==> src/rtl/pipe_pkg.sv <==
// Shared helpers for the elastic pipeline blocks: width math and lane packing.
package pipe_pkg;

  // Ceiling log2; clog2(1) = 0, clog2(5) = 3.
  function automatic int clog2(input int n);
    int r;
    int v;
    r = 0;
    v = n - 1;
    while (v > 0) begin
      r = r + 1;
      v = v >> 1;
    end
    return r;
  endfunction

  // LSB of lane k inside a packed multi-lane word.
  function automatic int lane_lsb(input int lane, input int bw);
    return lane * bw;
  endfunction

endpackage

==> src/rtl/pipe_elastic_stage.sv <==
// One elastic register slot: valid + multi-lane data, ready toward upstream.
module pipe_elastic_stage #(
  parameter int BITWIDTH = 8,
  parameter int LANES    = 4
) (
  input  logic                               clk,
  input  logic                               rst,
  input  logic                               flush,
  input  logic                               src_valid,
  input  logic [LANES-1:0][BITWIDTH-1:0]     src_data,
  input  logic                               dst_ready,
  output logic                               valid,
  output logic [LANES-1:0][BITWIDTH-1:0]     data,
  output logic                               ready
);

  logic                           r_valid;
  logic [LANES-1:0][BITWIDTH-1:0] r_data;

  // An empty slot always accepts, so bubbles collapse toward the tail.
  assign ready = ~r_valid | dst_ready;
  assign valid = r_valid;
  assign data  = r_data;

  // Valid follows the source when ready; data only loads on a real word so
  // bubbles never toggle the data flops. Flush clears valid but keeps data.
  always_ff @(posedge clk or negedge rst) begin
    if (!rst) begin
      r_valid <= 1'b0;
      r_data  <= '0;
    end else if (flush) begin
      r_valid <= 1'b0;
    end else if (ready) begin
      r_valid <= src_valid;
      if (src_valid) r_data <= src_data;
    end
  end

endmodule

==> src/rtl/pipe_reg_elastic.sv <==
// Multi-lane elastic pipeline: PIPE valid/ready stages, flush, occupancy.
module pipe_reg_elastic
  import pipe_pkg::*;
#(
  parameter int BITWIDTH = 8,
  parameter int LANES    = 4,
  parameter int PIPE     = 4,
  parameter int OCC_W    = clog2(PIPE + 1)
) (
  input  logic                      clk,
  input  logic                      rst,
  input  logic                      in_valid,
  output logic                      in_ready,
  input  logic [LANES*BITWIDTH-1:0] in_data,
  output logic                      out_valid,
  input  logic                      out_ready,
  output logic [LANES*BITWIDTH-1:0] out_data,
  input  logic                      flush,
  output logic [OCC_W-1:0]          occupancy
);

  logic [PIPE-1:0]                           w_vld;
  logic [PIPE-1:0]                           w_dst_rdy;
  logic [PIPE-1:0]                           w_stg_rdy;
  logic [PIPE-1:0]                           w_src_vld;
  logic [PIPE-1:0][LANES-1:0][BITWIDTH-1:0]  w_dat;
  logic [PIPE-1:0][LANES-1:0][BITWIDTH-1:0]  w_src_dat;
  logic                                      w_in_fire;
  logic                                      w_out_fire;
  logic [OCC_W-1:0]                          r_occ;

  // Stage ready is monotone toward the head (a ready stage implies every
  // upstream stage is ready), so the head accepts iff any stage is ready.
  assign in_ready   = (|w_stg_rdy) & ~flush;
  assign w_in_fire  = in_valid & in_ready;
  assign w_out_fire = w_vld[PIPE-1] & out_ready;

  assign w_src_vld[0] = w_in_fire;
  assign w_src_dat[0] = in_data;

  for (genvar gi = 0; gi < PIPE; gi++) begin : g_stage
    if (gi > 0) begin : g_link
      assign w_src_vld[gi] = w_vld[gi-1];
      assign w_src_dat[gi] = w_dat[gi-1];
    end

    // Downstream ready in lookahead form: the tail drains, or some slot
    // beyond this one is empty. Built from valids only, so no comb chain.
    if (gi == PIPE-1) begin : g_tail
      assign w_dst_rdy[gi] = out_ready;
    end else begin : g_mid
      assign w_dst_rdy[gi] = out_ready | ~(&w_vld[PIPE-1:gi+1]);
    end

    pipe_elastic_stage #(
      .BITWIDTH (BITWIDTH),
      .LANES    (LANES)
    ) u_stage (
      .clk       (clk),
      .rst       (rst),
      .flush     (flush),
      .src_valid (w_src_vld[gi]),
      .src_data  (w_src_dat[gi]),
      .dst_ready (w_dst_rdy[gi]),
      .valid     (w_vld[gi]),
      .data      (w_dat[gi]),
      .ready     (w_stg_rdy[gi])
    );
  end

  assign out_valid = w_vld[PIPE-1];
  assign out_data  = w_dat[PIPE-1];
  assign occupancy = r_occ;

  // Occupancy tracks words in flight; always equals the count of set valids.
  always_ff @(posedge clk or negedge rst) begin
    if (!rst)       r_occ <= '0;
    else if (flush) r_occ <= '0;
    else            r_occ <= r_occ + OCC_W'(w_in_fire) - OCC_W'(w_out_fire);
  end

endmodule

==> config.mk <==
export PLATFORM = sky130hd
export DESIGN_NAME = pipe_reg_elastic
export DESIGN_NICKNAME = d
export VERILOG_FILES = /design/src/rtl/pipe_pkg.sv /design/src/rtl/pipe_elastic_stage.sv /design/src/rtl/pipe_reg_elastic.sv
export SDC_FILE = /design/constraint.sdc
export NUM_CORES = 1
export LEC_CHECK = 0
export CAP_MARGIN = 40
export CORE_ASPECT_RATIO = 0.7
export CORE_MARGIN = 2
export CORE_UTILIZATION = 51
export CTS_BUF_LIST = sky130_fd_sc_hd__clkbuf_4
export DETAILED_ROUTE_END_ITERATION = 6
export GPL_ROUTABILITY_DRIVEN = 1
export PLACE_DENSITY = 0.87
export SYNTH_ARGS = -nofsm -noshare
export SYNTH_HDL_FRONTEND = slang
export SYNTH_HIERARCHICAL = 1
export SYNTH_SLANG_ARGS = --single-unit
==> constraint.sdc <==
create_clock -name clk -period 2.3 [get_ports clk]
set_input_delay 0.23 -clock clk [delete_from_list [all_inputs] [get_ports clk]]
set_output_delay 0.23 -clock clk [all_outputs]
set_load 0.02 [all_outputs]
==> results of run 1 <==
[cells in the final DEF (no fill, tap or decap), drive strengths merged]
cell type and instances:
bufinv 1, nor4 1, nor2 11, clkdlybuf4s50 71
mux2 128, or3b 1, and2 1, nand2b 1
nor2b 5, xnor3 1, dfrtp 135, buf 25
inv 11, nand3b 1, nor3b 5, dlygate4sd3 1
clkbuf 17, nand4b 1, clkinvlp 5, ha 2
fa 1, clkinv 4
[repair_timing]
action                                  CTS  global route
gates resized for setup                   4             2
pin swaps                                 3             1
setup buffers                             2             1
hold buffers                              1             0
endpoints found under the setup margin    3            22
endpoints found under the hold margin    57             0
[metal layers]
metal  track usage, %  part of all wire, %  wire (um)  vias up
met2             29.3                   49       4490       54
met5                0                    0          0        -
met3             6.28                  4.3        395        9
li1                 -                    -          -     1307
met1             23.2                   46       4190     1484
met4             5.15                 0.82         75        0
[sequential cells by signal (all words and copies together), names as in the netlist]
name                   flops
g_stage.u_stage/data     128
g_stage.u_stage/valid      4
occupancy                  3
[layout make-up]
class	instances	area share, %
flip-flops and latches	135	51.1
repair buffers	97	15.3
clock buffers	17	1.93
inverters	6	0.340
well taps	132	2.50
multi-input cells	159	26.7
clock inverters	15	2.21
[cells by family (layout without fill, tap and decap cells)]
logic type | Yosys count | after routing
buffers and inverters | 18 | 135
and+or+nand+nor | 27 | 27
muxes | 128 | 128
xor gates and xnor gates | 1 | 1
adders and majority gates | 3 | 3
DFF | 135 | 135
[worst min-delay path by stage]
stage	end	start	slack (ns)	cells past startpoint
2_1_floorplan	g_stage[0].u_stage/data[0]$_DFFE_PN0P_	rst	-0.07	0
3_3_place_gp	g_stage[3].u_stage/data[16]$_DFFE_PN0P_	rst	0.24	1
3_5_place_dp	g_stage[3].u_stage/data[19]$_DFFE_PN0P_	rst	0.24	1
4_1_cts	g_stage[3].u_stage/data[19]$_DFFE_PN0P_	rst	0.23	2
5_1_grt	g_stage[0].u_stage/data[13]$_DFFE_PN0P_	in_data[13]	0.24	2
6_report	g_stage[3].u_stage/data[16]$_DFFE_PN0P_	rst	0.25	2
[per-stage QoR]
| stage | TNS (ns) | setup slack (ns) | hold WS (ns) | instances |
|---|---|---|---|---|
| after CTS | -0.00815 | -0.00815 | 0.232 | 560 |
| after floorplan | -0.0121 | -0.00923 | -0.0656 | 312 |
| final | -0.0187 | -0.0187 | 0.249 | 561 |
| after global routing | -0.363 | -0.178 | 0.244 | 561 |
| after global placement | -5.08 | -0.308 | 0.239 | 525 |
| after detailed placement | -6.80 | -0.396 | 0.241 | 525 |
[worst max-delay path, stage by stage (launching register included)]
cell and delay [ns]:
dfrtp_2 0.44, nand3b_1 0.13, nor2b_4 0.14, inv_2 0.05, nor4_4 0.29, or3b_1 0.15
ha_1 0.21, inv_1 0.06, ha_1 0.13, inv_1 0.05, fa_2 0.32, xnor3_1 0.20
nor2_1 0.04
[power by group]
| part | total [mW] | switching (mW) | internal (mW) |
|---|---|---|---|
| registers | 3.25 | 0.299 | 2.95 |
| logic | 1.02 | 0.364 | 0.657 |
| clock network | 1.48 | 0.923 | 0.557 |
==> results.py, run 1 <==
metrics = {
    "placed_design": {
        "placed_area_um2": 6300,
        "globalplace.congestion": 0.729,
        "dp_hpwl_um": 6120,
        "port_buffers": 73,
    },
    "finish": {
        "syn_to_final_growth_pct": 25.4,
        "ff_latch_area_um2": 3380,
        "n_fill_cell": 729,
        "drive_above_1_share_pct": 46.6,
        "layout.nets": 456,
        "antenna_cells": 0,
        "fin_area_um2": 6620,
        "multi_input_area_um2": 1770,
        "postLayoutCoreUtil_pct": 64.9,
    },
    "cts": {
        "clk_path_buf_depth": 2,
        "tritoncts": "done",
        "cts_sinks": 135,
        "clk_latency_ns": 0.52,
        "cts_buffers": 17,
        "clockRootBuffer": "clkbuf_4",
        "cts_max_level": 4,
        "clk_pin_slew_ns": 0.12,
    },
    "worst_setup_path": {
        "rr_worst_depth": 12,
        "r2r_slack_ns": -0.02,
        "required_ns": 2.71,
        "arrival_ns": 2.73,
        "timing.rr.end": "occupancy[2]$_DFF_PN0_",
        "critPathLaunchType": "flip-flop",
        "end_kind": "flip-flop",
        "crit_path_start": "g_stage[3].u_stage/valid$_DFFE_PN0P_",
        "timing.rr.start": "g_stage[3].u_stage/valid$_DFFE_PN0P_",
        "critPathKind": "reg -> reg",
        "crit_end": "occupancy[2]$_DFF_PN0_",
        "critPathMaxFanout": 5,
    },
    "global_routing": {
        "grt_pass1_wl_um": 15300,
        "grt_max_degree": 61,
        "grtUsageTotal_pct": 17.9,
        "gr-total-overflow": 0,
        "grt_pass1_vias": 2995,
        "grt_antenna_before_repair": 0,
    },
    "synth": {
        "synth_mux_area_share_pct": 27.3,
        "synth_flop_cell": "dfrtp_1",
        "synthArstFlopShare_pct": 100,
        "seq_area_frac_synth_pct": 64.0,
        "synth-adder-area-share_pct": 0.853,
        "synth_compound_area_share_pct": 0,
        "yosys.area.top_type_share_pct": 64.0,
        "syn_area_um2": 5280,
        "syn_nets": 352,
        "yosysWarningCount": 6,
        "synth_xor_area_share_pct": 0.427,
        "synth-simple-area-share_pct": 4.45,
        "syn-mean-instance-area_um2": 16.9,
        "synth_most_common_cell": "dfrtp_1",
        "ys_ff_latch": 135,
        "syn_inst": 312,
        "netlist_top_cells_count": "dfrtp_1, mux2_2, buf_6",
        "synth_top_family_by_area": "multiplexers",
        "synth-edff-count": 0,
        "yosysTopAreaCell": "dfrtp_1",
        "ys_types": 18,
        "synthTopCellsByArea": "dfrtp_1, mux2_2, buf_6, nor3b_4, nor2b_4",
    },
    "hold_path": {
        "hold_class": "in -> async",
    },
    "floorplan": {
        "core_area_um2": 10200,
        "die_h_um": 89.1,
        "rows": 31,
        "die_area_um2": 11200,
        "boundaryPins": 74,
        "initial_core_util_pct": 51.8,
        "fp.dieW_um": 126,
    },
    "timing": {
        "slew_viol_final": 0,
        "fin_crit_sh_pct": 101,
        "max_clock_freq_mhz": 431,
        "tightest_slew_ns": 0.554,
        "final.setup_skew_ns": 0.0138,
        "fin_ws_ns": -0.0187,
        "slew_headroom_pct": 63.1,
        "finalHoldViolations": 0,
        "setup_violations": 1,
        "rsz0062_at_grt": "yes",
        "min_period_ns": 2.32,
    },
    "drt": {
        "drt.antenna.violating_nets": 0,
        "wl_per_cell_um": 16.3,
        "drtIter0Drc": 105,
        "drc": 0,
        "drtPass1Iterations": 4,
        "vias_per_cell": 5.09,
        "wirelength_um": 9150,
        "vias": 2854,
    },
    "job": {
        "max-cap-violations": 0,
    },
    "power": {
        "power_density_nw_per_um2": 868,
        "p_leak_nw": 2.93,
        "power_mw": 5.75,
        "vdd_drop_max_v": 0.000501,
    },
    "outcome": {
        "failed_checks": "setup timing",
        "status": "finished with violations",
    },
}
(Power assumes the default switching activity.)
==> run 2: changes to the inputs <==
--- a/config.mk
+++ b/config.mk
@@ -6,7 +6,6 @@
 export NUM_CORES = 1
 export LEC_CHECK = 0
 export CAP_MARGIN = 40
-export CORE_ASPECT_RATIO = 0.7
 export CORE_MARGIN = 2
 export CORE_UTILIZATION = 51
 export CTS_BUF_LIST = sky130_fd_sc_hd__clkbuf_4
==> results.py, run 2 (same netlist as run 1, synthesis figures left out) <==
metrics = {
    "power": {
        "power_density_nw_per_um2": 844,
        "vdd_drop_max_v": 0.000425,
        "p_int_mw": 4.02,
        "clockPowerShare_pct": 22.1,
        "p_leak_nw": 2.89,
        "switchingPower_mw": 1.45,
        "pwr-share-seq_pct": 59.2,
        "switching_share_pct": 26.5,
        "comb_power_share_pct": 18.6,
    },
    "timing": {
        "slew_headroom_pct": 67.5,
        "tightest_slew_ns": 0.488,
        "rsz0062_at_grt": "yes",
        "finalHoldViolations": 0,
        "fin_crit_sh_pct": 101,
        "final.setup_skew_ns": 0.00864,
        "max_clock_freq_mhz": 432,
        "setup_violations": 2,
        "slew_viol_final": 0,
        "worst_hold_slack_ns": 0.226,
        "min_period_ns": 2.31,
        "fin_ws_ns": -0.0149,
    },
    "floorplan": {
        "fp.dieW_um": 106,
        "boundaryPins": 74,
        "rows": 37,
        "initial_core_util_pct": 51.8,
        "core_area_um2": 10200,
        "die_h_um": 106,
        "die_area_um2": 11200,
    },
    "drt": {
        "vias": 2855,
        "drt.antenna.violating_nets": 0,
        "drc": 0,
        "vias_per_cell": 5.09,
        "wl_per_cell_um": 16.3,
        "drtIter0Drc": 53,
        "drtPass1Iterations": 4,
        "wirelength_um": 9130,
    },
    "finish": {
        "final_cell_mix": "dfrtp_1, mux2_2, clkdlybuf4s50_1, clkbuf_4, buf_4",
        "antenna_cells": 0,
        "postLayoutCoreUtil_pct": 63.6,
        "largest_reg_flops": 128,
        "layout.nets": 453,
        "syn_to_final_growth_pct": 22.7,
        "n_fill_cell": 759,
        "drive_above_1_share_pct": 45.2,
        "fin_area_um2": 6480,
        "final_common_cell": "dfrtp_1",
    },
    "worst_setup_path": {
        "timing.rr.start": "g_stage[3].u_stage/valid$_DFFE_PN0P_",
        "required_ns": 2.70,
        "r2r_slack_ns": -0.01,
        "critPathKind": "reg -> reg",
        "rr_worst_depth": 12,
        "timing.rr.end": "occupancy[2]$_DFF_PN0_",
        "critPathLaunchType": "flip-flop",
        "end_kind": "flip-flop",
        "arrival_ns": 2.71,
        "critPathMaxFanout": 6,
    },
    "outcome": {
        "status": "finished with violations",
        "failed_checks": "setup timing",
    },
    "hold_path": {
        "hold_class": "in -> async",
    },
    "placed_design": {
        "placed_area_um2": 6240,
        "port_buffers": 73,
        "pre_cts_ws_ns": -0.480,
        "globalplace.congestion": 0.711,
        "dp_hpwl_um": 6100,
    },
    "global_routing": {
        "gr-total-overflow": 0,
        "grtUsageTotal_pct": 17.9,
        "grt_antenna_before_repair": 0,
        "grt_max_degree": 57,
        "grt_pass1_vias": 3079,
        "grt_pass1_wl_um": 15200,
    },
    "cts": {
        "cts_sinks": 135,
        "tritoncts": "done",
        "cts_max_level": 4,
        "clockRootBuffer": "clkbuf_4",
        "clk_pin_slew_ns": 0.11,
        "clk_path_buf_depth": 2,
        "cts_buffers": 17,
        "clk_latency_ns": 0.50,
    },
    "job": {
        "max-cap-violations": 0,
    },
}
-- run 2: cell count changes in the layout (fill, tap and decap cells not counted), sizes merged --
| cell | delta |
|---|---|
| buf | -3 |
| inv | -5 |
| bufinv | -1 |
| clkinvlp | -2 |
| clkinv | +5 |
| clkbuf | +2 |
-- run 2: area by class of cell --
cell class	instances	area (um^2)	area share, %
flip-flops and latches	135	3380	52.2
repair buffers	94	937	14.5
clock inverters	12	63.8	0.985
clock buffers	19	143	2.20
multi-input cells	159	1760	27.2
well taps	136	170	2.63
inverters	6	22.5	0.348
-- run 2: power groups by stage --
| stage | registers (mW) | logic (mW) | clock network (mW) |
|---|---|---|---|
| 6_report | 3.24 | 1.02 | 1.21 |
| 5_1_grt | 3.31 | 1.10 | 1.37 |
| 4_1_cts | 3.24 | 1.04 | 1.26 |
| 3_5_place_dp | 3.29 | 1.04 | 0 |
| 3_3_place_gp | 3.24 | 0.983 | 0 |
| 2_1_floorplan | 3.28 | 0.565 | 0 |
-- run 2: repair_timing --
action                                  4_1_cts  5_1_grt
hold buffers                                  1        0
pin swaps                                     3        0
endpoints found under the hold margin        51        0
endpoints found under the setup margin        3       35
setup buffers                                 2        1
gates resized for setup                       4        1
gates cloned                                  0        0
-- run 2: routing by layer --
metal | track usage (%) | share of wire (%)
met4 | 7.89 | 1.8
met2 | 31.1 | 53
met5 | 0 | 0
met1 | 21.2 | 42
met3 | 4.21 | 3.2
-- run 2: worst max-delay path by stage --
stage	start	slack [ns]	end
floorplan	g_stage[3].u_stage/valid$_DFFE_PN0P_	-0.009	occupancy[2]$_DFF_PN0_
global placement	out_ready	-0.39	occupancy[2]$_DFF_PN0_
detailed placement	out_ready	-0.48	occupancy[2]$_DFF_PN0_
CTS	g_stage[3].u_stage/valid$_DFFE_PN0P_	-0.02	occupancy[2]$_DFF_PN0_
global route	g_stage[3].u_stage/valid$_DFFE_PN0P_	-0.13	occupancy[2]$_DFF_PN0_
finish	g_stage[3].u_stage/valid$_DFFE_PN0P_	-0.01	occupancy[2]$_DFF_PN0_
-- run 2: per-stage QoR --
stage | instances | power [mW] | TNS [ns]
after floorplan | 312 | 3.85 | -0.0121
after global placement | 526 | 4.22 | -7.95
after detailed placement | 526 | 4.33 | -11.60
after CTS | 560 | 5.55 | -0.0318
after global routing | 561 | 5.78 | -2.27
final | 561 | 5.47 | -0.0158
-- run 2: worst max-delay path, cell delays in order, from the launching register on --
cell and delay [ns]:
dfrtp_2 0.47, nand4b_1 0.17, nor2b_4 0.06, inv_2 0.06
nor4_4 0.04, or3b_1 0.36, ha_1 0.27, inv_1 0.05
ha_1 0.13, inv_1 0.05, fa_2 0.33, xnor3_1 0.20
nor2_1 0.04
==> RTL change, RTL diff (flow settings as in run 1) <==
`BITWIDTH` is set to 8 in 2 places; all go to 9.
--- a/src/rtl/pipe_elastic_stage.sv
+++ b/src/rtl/pipe_elastic_stage.sv
@@ -1,6 +1,6 @@
 // One elastic register slot: valid + multi-lane data, ready toward upstream.
 module pipe_elastic_stage #(
-  parameter int BITWIDTH = 8,
+  parameter int BITWIDTH = 9,
   parameter int LANES    = 4
 ) (
   input  logic                               clk,
--- a/src/rtl/pipe_reg_elastic.sv
+++ b/src/rtl/pipe_reg_elastic.sv
@@ -2,7 +2,7 @@
 module pipe_reg_elastic
   import pipe_pkg::*;
 #(
-  parameter int BITWIDTH = 8,
+  parameter int BITWIDTH = 9,
   parameter int LANES    = 4,
   parameter int PIPE     = 4,
   parameter int OCC_W    = clog2(PIPE + 1)
Interface: changed (resized in_data and out_data); port bits go from 74 to 82. The function was not compared with the original's and may differ.
==> RTL change against run 1 <==
The flow still finishes with violations (negative setup slack); worst setup slack got worse by 0.079 ns; design area increased by 17%; clock skew increased by 0.0043 ns; sequential share of layout area decreased by 2.3 points; area after synthesis increased by 22%; wire length increased by 10%; utilization decreased by 2.3 points; sequential cell count increased by 16; total power increased by 18%; critical path type unchanged; critical endpoint unchanged; largest cell class unchanged; largest power group unchanged; highest routed layer unchanged.
==> RTL change: results (changes against run 1) <==
- Wire length on met3: 293 um (-26%)
- Post-Place Setup Slack: -0.511 ns (-0.115 ns)
- Sequential area share after synthesis: 58.7% (-5.3 points)
- Post-Route WL: 10100 um (+10%)
- Worst Skew: 0.0181 ns (+0.00428 ns)
- Pre-antenna DRT Iters: 4 (unchanged)
- Netlist cell types: 20 (+2)
- Post-synthesis mux area share: 32.2% (+4.9 points)
- Adder-cell share of the synthesized area: 0.700% (-0.15 points)
- XOR/XNOR Fraction of Synth Area: 0.350% (-0.077 points)
- Routed via count: 3027 (+6.1%)
- Share of layout cells above drive strength 1: 46.4% (-0.25 points)
- Met1 WL: 4800 um (+15%)
- Placed cell count: 593 (+13%)
- Synth top area cells: dfrtp_1 59%, mux2_4 28%, mux2_2 4.2%
- CTS clock-pin slew for the worst setup and hold paths: 0.13 ns
- Syn Nets: 392 (+11%)
- Placed instance area: 7400 um2 (+17%)
- CP max-delay cell: dfrtp_1
- Layout Nets: 499 (+9.4%)
- Status: finished, violations left
- GPL Wtd Cong: 0.786 (+7.9%)
- Largest register FFs: 144 (+13%)
- Setup ws final: -0.0973 ns (-0.0786 ns)
- # port buffers: 81 (+11%)
- Met2 Use GR: 25.7% (-3.6 points)
- Post-synthesis cell count: 348 (+12%)
- Reg2Reg Launch Point: g_stage[2].u_stage/valid$_DFFE_PN0P_
- Fillers: 879 (+21%)
- DR WL/cell: 16.0 um (-1.8%)
- Peak VDD IR: 0.375 mV (-25%)
- Initial DRC Count: 111 (+5.7%)
- Setup violations, final: 2 (+1)
- Total Routing Usage GR: 16.0% (-1.9 points)
- Synth cell count leaders: 151 x dfrtp_1, 120 x mux2_4, 24 x mux2_2
- Fin Hold WS: 0.269 ns (+0.0193 ns)
- # diodes: 0 (unchanged)
- First-pass GRT wire length: 17100 um (+12%)
- Post-DP HPWL: 7130 um (+17%)
- Leak: 3.52 nW (+20%)
- Capturing point of the worst reg2reg path: occupancy[2]$_DFF_PN0_
- Crit path max fanout: 4 (-1)
- M1 GR Usage: 21.8% (-1.4 points)
- Vias in the first global route: 3247 (+8.4%)
- WL met2: 4900 um (+9.2%)
- Largest net degree at the start of global routing: 71 (+16%)
- Worst path arrival time: 2.81 ns (+0.08 ns)
- Top_reg_cell synth: dfrtp_1
- Met3 Usage GRT: 3.43% (-2.9 points)
- Worst-margin pin slew: 0.642 ns (+0.0878 ns)
- Failing checks: negative setup slack
RTL change: repair_timing:
| action | CTS | global route |
|---|---|---|
| pin swaps | 3 | 2 |
| buffers inserted | 4 | 0 |
| resized for setup | 3 | 9 |
| endpoints found under the setup margin | 3 | 31 |
| hold endpoints to repair | 67 | 0 |
| hold buffers | 1 | 0 |
RTL change: kinds of logic (layout without fill, tap and decap cells):
logic type	count (synthesis)	in the layout
muxes	144	144
DFF	151	151
xor gates and xnor gates	1	1
and+or+nand+nor	27	27
adders and majority gates	3	3
buffers and inverters	22	142
RTL change: worst max-delay path, delay by kind of cell (launching register included):
family | cells | cell delay [ns]
xor gates and xnor gates | 1 | 0.20
adders and majority gates | 3 | 0.72
buffers and inverters | 3 | 0.15
DFF | 1 | 0.45
and+or+nand+nor | 5 | 0.79
RTL change: area by class of cell:
class	instances	area (um2)	area share, %
clock inverters	13	146	1.89
clock buffers	19	143	1.84
flip-flops and latches	151	3780	48.8
multi-input cells	175	2400	31.0
repair buffers	104	1050	13.6
inverters	6	22.5	0.291
well taps	162	203	2.62
RTL change: worst max path at each step:
stage / to / slack (ns)
floorplan: occupancy[2]$_DFF_PN0_ / 0.007
global placement: occupancy[2]$_DFF_PN0_ / -0.41
detailed placement: occupancy[2]$_DFF_PN0_ / -0.51
CTS: occupancy[2]$_DFF_PN0_ / -0.04
global route: occupancy[2]$_DFF_PN0_ / -0.22
finish: occupancy[2]$_DFF_PN0_ / -0.1
RTL change: report_power, final:
part	switching [mW]	internal, mW	total, mW
combinational	0.409	1.04	1.45
clock	0.946	0.680	1.63
sequential	0.402	3.30	3.70
total	1.76	5.02	6.78
